<file path="src/rtl/controlador_hcsr04_pkg.sv">
// Shared types and defaults for the HC-SR04 controller:
// FSM state encoding, timing defaults, counter-width helper.
`timescale 1ns/1ps
package controlador_hcsr04_pkg;

  typedef enum logic [2:0] {
    IDLE      = 3'd0,
    TRIGGER   = 3'd1,
    WAIT_ECHO = 3'd2,
    MEASURE   = 3'd3,
    DONE      = 3'd4
  } state_t;

  localparam int TICKS_PER_US_D = 1;
  localparam int TRIGGER_US_D   = 10;
  localparam int US_PER_CM_D    = 58;
  localparam int TIMEOUT_US_D   = 30000;
  localparam int DIST_W_D       = 9;

  function automatic int cnt_w(input int n);
    return (n > 1) ? $clog2(n) : 1;
  endfunction

endpackage

</file>
<file path="src/rtl/controlador_hcsr04_gerador_tick.sv">
// Microsecond tick: 1-cycle pulse every TICKS_PER_US clocks.
// Ports: clock, reset (async low), clear (restart phase), tick.
`timescale 1ns/1ps
module gerador_tick
  import controlador_hcsr04_pkg::*;
#(
  parameter int TICKS_PER_US = TICKS_PER_US_D
) (
  input  logic clock,
  input  logic reset,
  input  logic clear,
  output logic tick
);

  localparam int CW = cnt_w(TICKS_PER_US);
  localparam logic [CW-1:0] LAST = CW'(TICKS_PER_US - 1);

  logic [CW-1:0] cnt;

  always_ff @(posedge clock or negedge reset) begin
    if (!reset) begin
      cnt <= '0;
    end else if (clear || cnt == LAST) begin
      cnt <= '0;
    end else begin
      cnt <= cnt + CW'(1);
    end
  end

  assign tick = (cnt == LAST);

endmodule

</file>
<file path="src/rtl/controlador_hcsr04.sv">
// HC-SR04 initiator: trigger pulse, echo timing, us->cm.
// Ports: clock, reset(async low), medir, echo -> trigger,
// distancia, pronto, erro, ocupado.
`timescale 1ns/1ps
module controlador_hcsr04
  import controlador_hcsr04_pkg::*;
#(
  parameter int TICKS_PER_US = TICKS_PER_US_D,
  parameter int TRIGGER_US   = TRIGGER_US_D,
  parameter int US_PER_CM    = US_PER_CM_D,
  parameter int TIMEOUT_US   = TIMEOUT_US_D,
  parameter int DIST_W       = DIST_W_D
) (
  input  logic              clock,
  input  logic              reset,
  input  logic              medir,
  input  logic              echo,
  output logic              trigger,
  output logic [DIST_W-1:0] distancia,
  output logic              pronto,
  output logic              erro,
  output logic              ocupado
);

  localparam int TMAX = (TIMEOUT_US > TRIGGER_US) ?
                        TIMEOUT_US : TRIGGER_US;
  localparam int TW = cnt_w(TMAX);
  localparam int SW = cnt_w(US_PER_CM);

  localparam logic [TW-1:0] TRIG_LAST = TW'(TRIGGER_US - 1);
  localparam logic [TW-1:0] TMO_LAST  = TW'(TIMEOUT_US - 1);
  localparam logic [SW-1:0] SUB_LAST  = SW'(US_PER_CM - 1);
  localparam logic [SW-1:0] SUB_HALF  = SW'(US_PER_CM / 2);
  localparam logic [DIST_W-1:0] CM_MAX = '1;

  state_t state, state_n;

  logic echo_m, echo_s, echo_d;
  logic rise, fall;
  logic tick, clear, timed;

  logic [TW-1:0]     tmr;
  logic [SW-1:0]     sub;
  logic [DIST_W-1:0] cm, cm_rnd;

  logic              ld;
  logic [DIST_W-1:0] dist_n;
  logic              erro_n;

  // echo is asynchronous: two flops, then one more for edges
  always_ff @(posedge clock or negedge reset) begin
    if (!reset) begin
      echo_m <= 1'b0;
      echo_s <= 1'b0;
      echo_d <= 1'b0;
    end else begin
      echo_m <= echo;
      echo_s <= echo_m;
      echo_d <= echo_s;
    end
  end

  assign rise = echo_s & ~echo_d;
  assign fall = ~echo_s & echo_d;

  // restart the us phase on every state change
  assign clear = (state_n != state);

  gerador_tick #(
    .TICKS_PER_US(TICKS_PER_US)
  ) u_tick (
    .clock(clock),
    .reset(reset),
    .clear(clear),
    .tick (tick)
  );

  assign timed = (state == TRIGGER) ||
                 (state == WAIT_ECHO) ||
                 (state == MEASURE);

  // half-up rounding of the leftover microseconds
  assign cm_rnd = (sub >= SUB_HALF && cm != CM_MAX) ?
                  cm + DIST_W'(1) : cm;

  always_ff @(posedge clock or negedge reset) begin
    if (!reset) begin
      state <= IDLE;
    end else begin
      state <= state_n;
    end
  end

  always_comb begin
    state_n = state;
    ld      = 1'b0;
    dist_n  = distancia;
    erro_n  = erro;
    unique case (state)
      IDLE: begin
        if (medir) state_n = TRIGGER;
      end
      TRIGGER: begin
        if (tick && tmr == TRIG_LAST) state_n = WAIT_ECHO;
      end
      WAIT_ECHO: begin
        if (rise) begin
          state_n = MEASURE;
        end else if (tick && tmr == TMO_LAST) begin
          state_n = DONE;
          ld      = 1'b1;
          dist_n  = CM_MAX;
          erro_n  = 1'b1;
        end
      end
      MEASURE: begin
        if (fall) begin
          state_n = DONE;
          ld      = 1'b1;
          dist_n  = cm_rnd;
          erro_n  = 1'b0;
        end else if (tick && tmr == TMO_LAST) begin
          state_n = DONE;
          ld      = 1'b1;
          dist_n  = CM_MAX;
          erro_n  = 1'b1;
        end
      end
      DONE: begin
        state_n = IDLE;
      end
      default: begin
        state_n = IDLE;
      end
    endcase
  end

  always_ff @(posedge clock or negedge reset) begin
    if (!reset) begin
      tmr <= '0;
    end else if (clear) begin
      tmr <= '0;
    end else if (tick && timed) begin
      tmr <= tmr + TW'(1);
    end
  end

  // sub counts us within one cm; cm saturates
  always_ff @(posedge clock or negedge reset) begin
    if (!reset) begin
      sub <= '0;
      cm  <= '0;
    end else if (state == WAIT_ECHO && state_n == MEASURE) begin
      sub <= '0;
      cm  <= '0;
    end else if (state == MEASURE && state_n == MEASURE && tick) begin
      if (sub == SUB_LAST) begin
        sub <= '0;
        if (cm != CM_MAX) cm <= cm + DIST_W'(1);
      end else begin
        sub <= sub + SW'(1);
      end
    end
  end

  // result lands on the edge into DONE, together with pronto
  always_ff @(posedge clock or negedge reset) begin
    if (!reset) begin
      distancia <= '0;
      erro      <= 1'b0;
    end else if (ld) begin
      distancia <= dist_n;
      erro      <= erro_n;
    end
  end

  assign trigger = (state == TRIGGER);
  assign pronto  = (state == DONE);
  assign ocupado = (state != IDLE);

endmodule

</file>
<file path="config.mk">
export PLATFORM = sky130hd
export DESIGN_NAME = controlador_hcsr04
export DESIGN_NICKNAME = d
export VERILOG_FILES = /design/src/rtl/controlador_hcsr04_pkg.sv /design/src/rtl/controlador_hcsr04_gerador_tick.sv /design/src/rtl/controlador_hcsr04.sv
export SDC_FILE = /design/constraint.sdc
export NUM_CORES = 1
export LEC_CHECK = 0
export CELL_PAD_IN_SITES_DETAIL_PLACEMENT = 1
export CELL_PAD_IN_SITES_GLOBAL_PLACEMENT = 1
export CORE_MARGIN = 5
export CORE_UTILIZATION = 40
export CTS_BUF_LIST = sky130_fd_sc_hd__clkbuf_8
export DETAILED_ROUTE_END_ITERATION = 8
export GPL_ROUTABILITY_DRIVEN = 1
export MAX_ROUTING_LAYER = met4
export PLACE_DENSITY = 0.7
export SKIP_CTS_REPAIR_TIMING = 1
export SLEW_MARGIN = 25
export SYNTH_ARGS = -nofsm -noshare
export SYNTH_HDL_FRONTEND = slang
export SYNTH_SLANG_ARGS = --single-unit
</file>
<file path="constraint.sdc">
create_clock -name clock -period 2.8 [get_ports clock]
set_input_delay 0.56 -clock clock [delete_from_list [all_inputs] [get_ports clock]]
set_output_delay 0.56 -clock clock [all_outputs]
set_load 0.03 [all_outputs]
</file>
---- Word-level counts from Yosys, hierarchy flattened ----
Index checks and enable logic that the tools add are counted.
storage, ports and cells
  bits of input ports ..................... 4
  bits in registers ....................... 47
cells by class
  eq/ne operators ......................... 11
  magnitude comparators ................... 1
  bitwise logic cells ..................... 5
  reduce and logical (&&, ||, !) cells .... 19
  mux-type cells .......................... 29
  add/sub/neg operators ................... 4
operator list
  operator               number
  $mux 9                 8
  $mux 15                2
  $mux 6                 3
  $pmux 9 s2             1
  $add 15x1->15 const B  1
  $eq 15x15->1 const B   1
  $eq 15x4->1 const B    1
  $mux 3                 5
  $pmux 3 s4             1
  $reduce_bool 2->1      5
  $add 9x1->9 const B    1
  $eq 3x2->1 const B     3
  $ne 9x9->1 const B     1
  $logic_and 1x1->1      7
  $mux 1                 7
  $add 6x1->6 const B    1
  $eq 6x6->1 const B     1
  $ge 6x5->1 const B     1
  $reduce_and 3->1       2
  $pmux 1 s2             2
  $eq 3x1->1 const B     1
  $eq 3x3->1 const B     1
  $logic_not 3->1        1
  $logic_or 1x1->1       3
  other kinds (6)        9

---- Depth between registers and ports, before layout ----
Gate-level depths: netlist of run 1.
  depth in word-level cells ............... 10
  depth in mapped cells ................... 10
  depth with buffers taken out ............ 10

---- Modules after synthesis ----
From an unflattened synthesis of run 1, not the netlist that was laid out.
second synthesis, totals
  cells, all modules ...................... 266
  area total of the unflattened synthesis .. 2,556.2 µm²
modules (own cells, without submodules)
  module              cells an instance  area each (µm²)  instances
  controlador_hcsr04  263                2,523.7          1
  gerador_tick        3                  32.5             1

---- Worst setup path before layout of run 1 ----
OpenSTA, ideal clock, no wires.
  path type ............................... register to register
  from .................................... register cm[0]
  to ...................................... register cm[5]
  stages on the path, launching flop included .. 9
  setup slack ............................. 223 ps
  buffers on the path ..................... 0
  arrival time ............................ 2,482 ps
  clock period less this slack ............ 2,577 ps
  data required time ...................... 2,705 ps
  library setup time ...................... 95 ps
  cell sequence ........................... dfrtp_1 -> ha_1 -> and3_1 -> and3_1 -> and3_1 -> ha_1 -> or3_1 -> or3_1 -> o31ai_1
on the way
  word-level cells in the longest chain between the ends .. 5
  elaborated cells between the ends (all ways) .. 8
  those cells by class .................... add/sub (1); eq/ne (1); mux (4); reduce/logical (2)
ends and longest elaborated chain
  item                    RTL line                   source
  start, declared         controlador_hcsr04.sv:44   logic [DIST_W-1:0] cm, cm_rnd;
  start signal, assigned  controlador_hcsr04.sv:159  if (cm != CM_MAX) cm <= cm + DIST_W'(1);
  $add 9x1->9             controlador_hcsr04.sv:159
  $mux 9                  controlador_hcsr04.sv:159
  $mux 9                  controlador_hcsr04.sv:157  if (sub == SUB_LAST) begin
  $mux 9                  controlador_hcsr04.sv:156  end else if (state == MEASURE && state_n == MEASURE && tick) begin
  $mux 9                  controlador_hcsr04.sv:153  end else if (state == WAIT_ECHO && state_n == MEASURE) begin
Several ways; a longest one is shown, not always the timed one. The select of a mux whose other input is x is not followed.
A chain may end at the register's enable or synchronous reset.

---- Final worst setup path of run 1 ----
  from .................................... register cm[1]
  to ...................................... register cm[0]
on the way
  word-level cells in the longest chain between the ends .. 3
ends and longest elaborated chain
  item                         RTL line
  $ne 9x9->1                   controlador_hcsr04.sv:159
  $reduce_bool 2->1 (no line)  -
  $reduce_and 3->1 (no line)   -
Every way passes these cells.

==> PnR_summary.wiki, run 1 <==
{| class="wikitable"
! Metric !! Value
|-
| Run status || finished clean
|-
| Largest incremental delay on the critical path || between 0.4 and 0.5 ns
|-
| DR WL/cell || between 15 and 20 um
|-
| Count of input and output buffers || 16
|-
| Detailed-placement wirelength estimate || between 4000 and 5000 um
|-
| Clock root buffer || sky130_fd_sc_hd__clkbuf_8
|-
| EDFF count, synth || 0
|-
| Post-Synthesis Cells || about 280
|-
| Number of storage elements in the synthesis netlist || 47
|-
| Avg Synthesized Cell Area || around 9.3 um2
|-
| Global Route Usage Sum || 16.7%
|-
| Cell Rows || 29
|-
| Number of hold violations in the final report || 0
|-
| Number of iterations in the first detailed-routing pass || 4
|-
| Final Net Count || 315
|-
| Height of the die || 90.5 um
|-
| Slowest stage cell on the critical path || sky130_fd_sc_hd__dfrtp_1
|-
| Worst relative slew slack || around 50%
|-
| Highest Clock Rate || 0.376 GHz
|-
| Maximum buffer depth of the clock tree || 2
|-
| Critical Path, Cell by Cell || ha_1 > and3_1 > and3_1 > and3_1 > ha_1 > or3_1 > buf_4 > a21o_1 > mux2_2
|-
| Sum of buffers and inverters on the critical path || 1
|-
| CP startpoint kind || register
|-
| Weighted congestion at the end of routability-driven global placement || about 0.8
|-
| R2R depth || 9
|-
| DRC violation count after routing || 0
|-
| Clock latency of the later-clocked register in the worst-skew pair || 0.30 ns
|-
| Post-detailed-route via-to-cell ratio || roughly 5.6
|-
| H-tree levels || 2
|-
| Cts bufs inserted || 5
|-
| Setup TNS after final layout || 0 ns
|-
| Most numerous cell on the critical path || sky130_fd_sc_hd__and3_1
|-
| Core Util, Final || 48.2%
|-
| Number of diodes added for antenna fixing || 0
|-
| Share of flip-flops with an asynchronous set or reset || 100%
|-
| Combined area of all synthesized cells || about 2600 um2
|-
| Crit path DAT || approximately 2.9 ns
|-
| Initial standard-cell utilization of the core || approximately two fifths
|-
| Layout overhead on the synthesized area || 17.3%
|-
| Required arrival time at the worst endpoint || 3.00 ns
|-
| Detailed-route via count || 2125
|-
| Via count of the first global-routing pass || 2228
|-
| Largest net degree at the start of global routing || 30
|-
| CP delay by family, top || simple AND/OR/NAND/NOR gates
|-
| Initial DRC Count || 70
|-
| I/O pin cnt || 17
|-
| Congestion Overflow GR || 0
|-
| Remaining antenna violation count after routing || 0
|-
| CTS tree || built
|-
| Pwr dens || between 600 and 700 nW/um2
|-
| Peak supply drop || 500 uV
|-
| Critical path fanouts, max || 4
|-
| Die Span X || a little over 90 um
|-
| Crit path capture type || register
|-
| Count of endpoints failing setup in the final report || 0
|-
| Leak pwr || approximately 1.3 nW
|-
| Sequential area share after synthesis || a little under half
|-
| WP depth || 9
|-
| Setup skew after layout || between 0.004 and 0.005 ns
|-
| Number of nets in the synthesized netlist || 289
|-
| Area inside the core boundary || 6310 um2
|-
| Design Power || 2.02 mW
|-
| Most frequent cells in the layout || sky130_fd_sc_hd__dfrtp_1 (47), sky130_fd_sc_hd__nand2_1 (24), sky130_fd_sc_hd__nor2_1 (21), sky130_fd_sc_hd__nor3_1 (18), sky130_fd_sc_hd__o21ai_0 (18)
|-
| Yosys Warn Count || 0
|-
| Hold Crit Class || primary input to async pin
|-
| Number of antenna violations at the first check in global routing || 0
|-
| Kind of critical path || register to register
|-
| Final wirelength || 6340 um
|-
| Die outline area || approximately 8200 um2
|-
| Fraction of layout instances using a drive strength above 1 || 11.5%
|-
| Worst Tran Pin Value || about 0.74 ns
|-
| Most frequent standard cell in the layout excluding fill and tap cells || sky130_fd_sc_hd__dfrtp_1
|-
| Clock slew seen by the registers of the worst setup and hold paths || roughly 0.090 ns
|-
| Count of unique library cells instantiated by Yosys || 42
|-
| First-pass GRT wire length || 11100 um
|-
| Max Cap Viol || 0
|-
| Clock period minus worst slack || 2.66 ns
|-
| Most frequently used flop master after synthesis || sky130_fd_sc_hd__dfrtp_1
|-
| Share of the cycle needed by the critical path after routing || a little over nine tenths
|-
| Setup repair after global routing missed its margin || no
|-
| Pins Over Slew Limit || 0
|-
| Clock sinks || 47
|}
Yosys cell counts, types with 9 or more instances:
| cell | n | area [um2] |
|---|---|---|
| sky130_fd_sc_hd__dfrtp_1 | 47 | 1180 |
| sky130_fd_sc_hd__nor2_1 | 21 | 78.8 |
| sky130_fd_sc_hd__nor3_1 | 19 | 95.1 |
| sky130_fd_sc_hd__a21oi_1 | 15 | 75.1 |
| sky130_fd_sc_hd__nand2_1 | 24 | 90.1 |
| sky130_fd_sc_hd__xor2_1 | 9 | 78.8 |
| sky130_fd_sc_hd__inv_1 | 10 | 37.5 |
| sky130_fd_sc_hd__xnor2_1 | 12 | 105 |
| sky130_fd_sc_hd__o21ai_0 | 18 | 90.1 |
| sky130_fd_sc_hd__nand4_1 | 11 | 68.8 |
cell families (layout without fill, tap and decap cells):
logic type	count (synthesis)	count (layout)	share of synthesized area, %
compound gates	49	49	11.2
xor+xnor	22	22	7.72
fa+ha+maj	7	7	3.38
buf+inv	20	47	3.52
flops	47	47	45.3
mux	4	4	1.59
other cells	1	1	0.145
simple gates	128	128	27.1
metal layers:
metal	up-vias	GRT usage, %	routed length [um]
li1	1032	-	-
met1	1058	23.7	3240
met2	26	24.6	2830
met3	9	2.67	178
met4	0	4.96	95
met5	-	-	0
sequential cells by signal (all words and copies together) (netlist names):
signal and count:
cm 9, echo_d 1, state 3, u_tick.cnt 1
sub 6, erro 1, echo_m 1, distancia 9
tmr 15, echo_s 1
final timing paths:
path,start,end,slack [ns]
worst max-delay path,cm[1],cm[0],0.14
worst min-delay path,reset,tmr[5],0.19
worst max register to register,cm[1],cm[0],0.14
worst min register to register,echo_m,echo_s,0.36
max in group asynchronous,reset,tmr[6],1.87
min in group clock,echo_m,echo_s,0.36
through the flow:
stage | instance area [um2] | setup WS [ns] | cells | hold slack [ns]
detailed placement | 2880 | 0.0347 | 372 | 0.347
CTS | 3010 | 0.0129 | 380 | 0.203
global placement | 2880 | 0.118 | 372 | 0.337
global route | 3040 | 0.00341 | 382 | 0.224
finish | 3040 | 0.139 | 382 | 0.189
floorplan | 2590 | 0.223 | 278 | 0.264
layout make-up:
| cell class | count | area (um2) |
|---|---|---|
| timing repair buffer | 29 | 253 |
| sequential | 47 | 1180 |
| clock inverter | 3 | 63.8 |
| inverter | 10 | 37.5 |
| multi-input combinational | 211 | 1350 |
| fill | 766 | 3270 |
| tap | 77 | 96.3 |
| clock buffer | 5 | 68.8 |
worst reg2reg max path, cell delays in order (launching register included):
cell and delay, ns:
sky130_fd_sc_hd__dfrtp_1 0.42, sky130_fd_sc_hd__ha_1 0.23, sky130_fd_sc_hd__and3_1 0.23, sky130_fd_sc_hd__and3_1 0.23, sky130_fd_sc_hd__and3_1 0.20, sky130_fd_sc_hd__ha_1 0.22, sky130_fd_sc_hd__or3_1 0.40, sky130_fd_sc_hd__buf_4 0.16
sky130_fd_sc_hd__a21o_1 0.20, sky130_fd_sc_hd__mux2_2 0.26
report_power, final:
part / switching, mW / leakage, nW / internal (mW) / total [mW]
registers: 0.0721 / 0.636 / 0.747 / 0.819
logic: 0.365 / 0.565 / 0.239 / 0.604
clock network: 0.239 / 0.0695 / 0.353 / 0.593
Power figures use the tool's default switching activity.
==> run 2, diff against run 1 <==
- CORE_MARGIN: 5 -> default
- REMOVE_ABC_BUFFERS: default -> 1
==> run 2 against run 1 <==
Effect of this change: sequential cell count did not move; non-clock buffer count rose by 2; critical path depth fell by 1; core utilization rose by 2.1 points; fmax rose by 0.72%.
==> PnR_summary.wiki, run 2 (same netlist as run 1, synthesis figures left out) <==
{| class="wikitable"
! Metric !! Value
|-
| Run status || finished clean
|-
| CP startpoint kind || register
|-
| Kind of critical path || register to register
|-
| Final wirelength || slightly above 6000 um
|-
| Setup skew after layout || around 0.011 ns
|-
| Reg with most FFs || tmr
|-
| Clock slew seen by the registers of the worst setup and hold paths || ~0.1 ns
|-
| Layout overhead on the synthesized area || 18.1%
|-
| Final design instance area without fill || 3060 um2
|-
| Die Span X || a little over 80 um
|-
| Max Cap Viol || 0
|-
| Clock sinks || 47
|-
| DRC violation count after routing || 0
|-
| Most frequent standard cell in the layout excluding fill and tap cells || sky130_fd_sc_hd__dfrtp_1
|-
| Pwr dens || around 660 nW/um2
|-
| Detailed-route via count || approximately 2100
|-
| Leak pwr || about 1.3 nW
|-
| Post-placement cell count || about 370
|-
| Global Route Usage Sum || about a fifth
|-
| Count of endpoints failing setup in the final report || 0
|-
| Fill cell count || about 720
|-
| Count of input and output buffers || 16
|-
| Worst-case register-to-register setup slack || ~0.16 ns
|-
| Peak supply drop || about 620 uV
|-
| Worst slack at placement || 0.0267 ns
|-
| Pins Over Slew Limit || 0
|-
| Required arrival time at the worst endpoint || about 3.0 ns
|-
| Placed inst area || 2890 um2
|-
| CTS tree || built
|-
| Clock period minus worst slack || 2.64 ns
|-
| Setup TNS after final layout || 0 ns
|-
| Clock root buffer || sky130_fd_sc_hd__clkbuf_8
|-
| Most numerous cell on the critical path || sky130_fd_sc_hd__and3_1
|-
| First-pass GRT wire length || 10400 um
|-
| Fraction of layout instances using a drive strength above 1 || 13.0%
|-
| Part of the total power dissipated in the clock network || 29.9%
|-
| Clock latency of the later-clocked register in the worst-skew pair || around 0.31 ns
|-
| Initial DRC Count || 110
|-
| Number of antenna violations at the first check in global routing || 0
|-
| Most frequent cells in the layout || sky130_fd_sc_hd__dfrtp_1 (47), sky130_fd_sc_hd__nand2_1 (24), sky130_fd_sc_hd__nor2_1 (21), sky130_fd_sc_hd__nor3_1 (18), sky130_fd_sc_hd__o21ai_0 (18)
|-
| Largest incremental delay on the critical path || between 0.4 and 0.5 ns
|-
| Worst Tran Pin Value || about 0.78 ns
|-
| Cts bufs inserted || 5
|-
| Detailed-placement wirelength estimate || about 4400 um
|-
| Smallest setup slack after layout || between 0.15 and 0.2 ns
|-
| Crit path DAT || between 2 and 3 ns
|-
| H-tree levels || 2
|-
| Largest net degree at the start of global routing || 35
|-
| Crit path capture type || register
|-
| Start point of the critical path || cm[0]
|-
| Worst relative slew slack || a little under half
|-
| Hold Crit Class || primary input to async pin
|-
| Area taken by multi-input logic gates || approximately 1400 um2
|-
| Reg2reg start || cm[0]
|-
| Design Power || between 2 and 2.5 mW
|-
| Congestion Overflow GR || 0
|-
| Critical path fanouts, max || 6
|-
| Final Net Count || approximately 320
|-
| Via count of the first global-routing pass || ~2100
|-
| Count of non-filler cells in the finished layout || roughly 380
|-
| Die outline area || between 6000 and 7000 um2
|-
| Area inside the core boundary || approximately 6000 um2
|-
| Remaining antenna violation count after routing || 0
|-
| Height of the die || about 83 um
|-
| Cell Rows || 28
|-
| Logic gate share of total power || 29.7%
|-
| Initial standard-cell utilization of the core || between 40% and 50%
|-
| Sw frac || about 34%
|-
| Maximum buffer depth of the clock tree || 2
|-
| I/O pin cnt || 17
|-
| Post-detailed-route via-to-cell ratio || about 5.6
|-
| Highest Clock Rate || 0.379 GHz
|-
| Flip-flop count of the largest register after layout || 15
|-
| Internal power of the cells || ~1.3 mW
|-
| Number of iterations in the first detailed-routing pass || 4
|-
| Share of the cycle needed by the critical path after routing || 94.3%
|-
| Critical Path, Cell by Cell || ha_2 > and3_2 > and3_1 > and3_1 > ha_1 > or3_1 > or3_4 > o31ai_2
|-
| Largest registers || tmr (15), cm (9), distancia (9)
|-
| Slowest stage cell on the critical path || sky130_fd_sc_hd__dfrtp_1
|-
| Sequential Area || 1180 um2
|-
| Weighted congestion at the end of routability-driven global placement || around 0.74
|-
| Sw power || 0.679 mW
|-
| Setup repair after global routing missed its margin || no
|-
| Sequential fraction of design power || between 40 and 50%
|-
| DR WL/cell || between 15 and 20 um
|-
| Number of hold violations in the final report || 0
|-
| Number of diodes added for antenna fixing || 0
|}
==> run 2: final timing paths <==
path                            endpoint  cells past startpoint
worst min register to register    echo_s                      0
worst min-delay path              tmr[4]                      1
min in group clock                echo_s                      0
worst max-delay path               cm[5]                      8
max in group asynchronous         sub[5]                      2
worst max register to register     cm[5]                      8
==> run 2: per-layer routing <==
layer  up-vias  GRT usage, %  wire length, um  share of wire [%]
met5         -             -                0                  0
met4         0          7.07               63                1.0
met3         7          2.75              193                3.1
met2        35          31.2             2760                 44
met1      1055          29.9             3210                 52
li1       1037             -                -                  -
==> run 2: layout make-up <==
class | count | share of cell area (%)
clock buffer | 5 | 2.25
clock inverter | 3 | 2.08
inverter | 10 | 1.22
multi-input combinational | 211 | 44.3
sequential | 47 | 38.4
tap | 75 | 3.06
timing repair buffer | 31 | 8.74
==> run 2: through the flow <==
| step | hold slack [ns] | utilization (%) |
|---|---|---|
| after global routing | 0.143 | 50.3 |
| after detailed placement | 0.347 | 47.5 |
| after CTS | 0.141 | 49.6 |
| final | 0.133 | 50.3 |
| after global placement | 0.334 | 47.5 |
| after floorplan | 0.264 | - |
==> run 2: critical path: cells and delay by family (launching register included) <==
| kind | cells | cell delay (ns) |
|---|---|---|
| compound gates | 1 | 0.23 |
| fa+ha+maj | 2 | 0.43 |
| flops | 1 | 0.42 |
| simple gates | 5 | 1.47 |
==> run 2: power groups by stage <==
stage / Sequential [mW] / Clock, mW / Combinational, mW
6_report: 0.817 / 0.603 / 0.599
4_1_cts: 0.817 / 0.609 / 0.608
2_1_floorplan: 0.873 / 0 / 0.328
3_3_place_gp: 0.828 / 0 / 0.587
3_5_place_dp: 0.830 / 0 / 0.613
5_1_grt: 0.833 / 0.639 / 0.667
==> run 3, diff against run 2 <==
- CORE_ASPECT_RATIO: default -> 1.4
==> run 3 against run 2 <==
Effect of this change: first-iteration DRC count is 20% lower; highest routed layer unchanged; final area is 2.0% lower; cell count down 1.3%; largest power group unchanged; global-route usage increased by 0.13 points; power decreased by 9.0%; die area about the same; combinational power barely moved.
==> PnR_summary.wiki, run 3 (same netlist as run 1, synthesis figures left out) <==
{| class="wikitable"
! Metric !! Value
|-
| Run status || finished clean
|-
| Most frequent cells in the layout || sky130_fd_sc_hd__dfrtp_1 (47), sky130_fd_sc_hd__nand2_1 (24), sky130_fd_sc_hd__nor2_1 (21), sky130_fd_sc_hd__nor3_1 (19), sky130_fd_sc_hd__o21ai_0 (17)
|-
| Clock root buffer || sky130_fd_sc_hd__clkbuf_8
|-
| Initial DRC Count || 88
|-
| Die outline area || between 6000 and 7000 um2
|-
| Detailed-placement wirelength estimate || about 4800 um
|-
| DRC violation count after routing || 0
|-
| H-tree levels || 2
|-
| Number of antenna violations at the first check in global routing || 0
|-
| Share of the cycle needed by the critical path after routing || 95.0%
|-
| Cell Rows || 34
|-
| Pwr dens || 612 nW/um2
|-
| Final-layout worst hold slack || between 0.2 and 0.3 ns
|-
| Detailed-route via count || about 2100
|-
| I/O pin cnt || 17
|-
| DR WL/cell || between 15 and 20 um
|-
| Required arrival time at the worst endpoint || approximately 3 ns
|-
| Leak pwr || between 1 and 1.5 nW
|-
| Die Span X || between 70 and 80 um
|-
| Crit path capture type || register
|-
| Kind of critical path || register to register
|-
| Setup repair after global routing missed its margin || no
|-
| Clock slew seen by the registers of the worst setup and hold paths || approximately 0.09 ns
|-
| Congestion Overflow GR || 0
|-
| Setup skew after layout || approximately 0.011 ns
|-
| CP startpoint kind || register
|-
| Most frequent standard cell in the layout excluding fill and tap cells || sky130_fd_sc_hd__dfrtp_1
|-
| Final Net Count || ~320
|-
| Design Power || around 1.8 mW
|-
| Clock sinks || 47
|-
| Remaining antenna violation count after routing || 0
|-
| Via count of the first global-routing pass || between 2000 and 2500
|-
| Worst slack at placement || 0.0432 ns
|-
| CTS tree || built
|-
| First-pass GRT wire length || 11300 um
|-
| Setup TNS after final layout || 0 ns
|-
| Hold Crit Class || primary input to async pin
|-
| Cts bufs inserted || 5
|-
| Highest Clock Rate || roughly 0.38 GHz
|-
| Clock latency of the later-clocked register in the worst-skew pair || 0.30 ns
|-
| Height of the die || 97.3 um
|-
| Initial standard-cell utilization of the core || around 41%
|-
| Fraction of layout instances using a drive strength above 1 || a little under an eighth
|-
| Number of diodes added for antenna fixing || 0
|-
| Number of hold violations in the final report || 0
|-
| Flip-flop count of the largest register after layout || 15
|-
| Count of input and output buffers || 16
|-
| Post-detailed-route via-to-cell ratio || between 5 and 6
|-
| Fill cell count || ~730
|-
| Crit path DAT || between 2 and 3 ns
|-
| Worst relative slew slack || 51.6%
|-
| Number of iterations in the first detailed-routing pass || 4
|-
| Largest net degree at the start of global routing || 25
|-
| Area inside the core boundary || roughly 6300 um2
|-
| Weighted congestion at the end of routability-driven global placement || roughly 0.82
|-
| Final wirelength || 6480 um
|-
| Pins Over Slew Limit || 0
|-
| Largest registers || tmr (15), cm (9), distancia (9)
|-
| Smallest setup slack after layout || roughly 0.14 ns
|-
| Global Route Usage Sum || 21.3%
|-
| Reg with most FFs || tmr
|-
| Worst Tran Pin Value || between 0.7 and 0.8 ns
|-
| Critical path fanouts, max || 6
|-
| Clock period minus worst slack || roughly 2.7 ns
|-
| Layout overhead on the synthesized area || 15.8%
|-
| Count of endpoints failing setup in the final report || 0
|-
| Max Cap Viol || 0
|-
| Peak supply drop || approximately 330 uV
|-
| Maximum buffer depth of the clock tree || 2
|}
## run 3: cell types whose count changed in the layout (fill, tap and decap cells not counted), sizes merged
cell and change:
buf -2, clkinv +1, bufinv -2, clkinvlp +1
## run 3: layout make-up
cell class | count | area [um2] | share of cell area, %
clock buffer | 5 | 68.8 | 2.29
sequential | 47 | 1180 | 39.2
tap | 72 | 90.1 | 3.00
clock inverter | 3 | 16.3 | 0.541
multi-input combinational | 211 | 1350 | 44.9
inverter | 10 | 37.5 | 1.25
timing repair buffer | 29 | 265 | 8.83
## run 3: worst paths after layout
check,slack [ns],cells past startpoint,to,from
min,0.27,1,cm[7],reset
max in group asynchronous,1.99,2,tmr[12],reset
max,0.14,8,cm[5],cm[1]
min reg2reg,0.36,0,echo_s,echo_m
min in group clock,0.36,0,echo_s,echo_m
max reg2reg,0.14,8,cm[5],cm[1]
## run 3: metrics by stage
step           instance area (um2)  std cells  utilization (%)
6_report                      3000        377             48.0
3_3_place_gp                  2900        369             46.4
2_1_floorplan                 2540        268                -
4_1_cts                       2990        377             47.8
5_1_grt                       3000        377             48.0
3_5_place_dp                  2900        369             46.4
## run 3: metal layers
metal	wire (um)	share of wire (%)	track usage, %
met5	0	0	-
met4	130	2.0	7.23
met3	108	1.7	2.90
met2	3550	55	38.4
met1	2690	42	23.9
## run 3: power breakdown
| group | switching [mW] | internal, mW |
|---|---|---|
| Sequential | 0.0774 | 0.747 |
| Clock | 0.243 | 0.172 |
| Combinational | 0.357 | 0.241 |
## run 3: worst max-delay path, cell delays in order (launching register included)
cell	delay, ns
sky130_fd_sc_hd__dfrtp_1	0.42
sky130_fd_sc_hd__ha_2	0.21
sky130_fd_sc_hd__and3_1	0.23
sky130_fd_sc_hd__and3_1	0.23
sky130_fd_sc_hd__and3_1	0.19
sky130_fd_sc_hd__ha_1	0.22
sky130_fd_sc_hd__or3_4	0.41
sky130_fd_sc_hd__or3_4	0.42
sky130_fd_sc_hd__o31ai_1	0.24
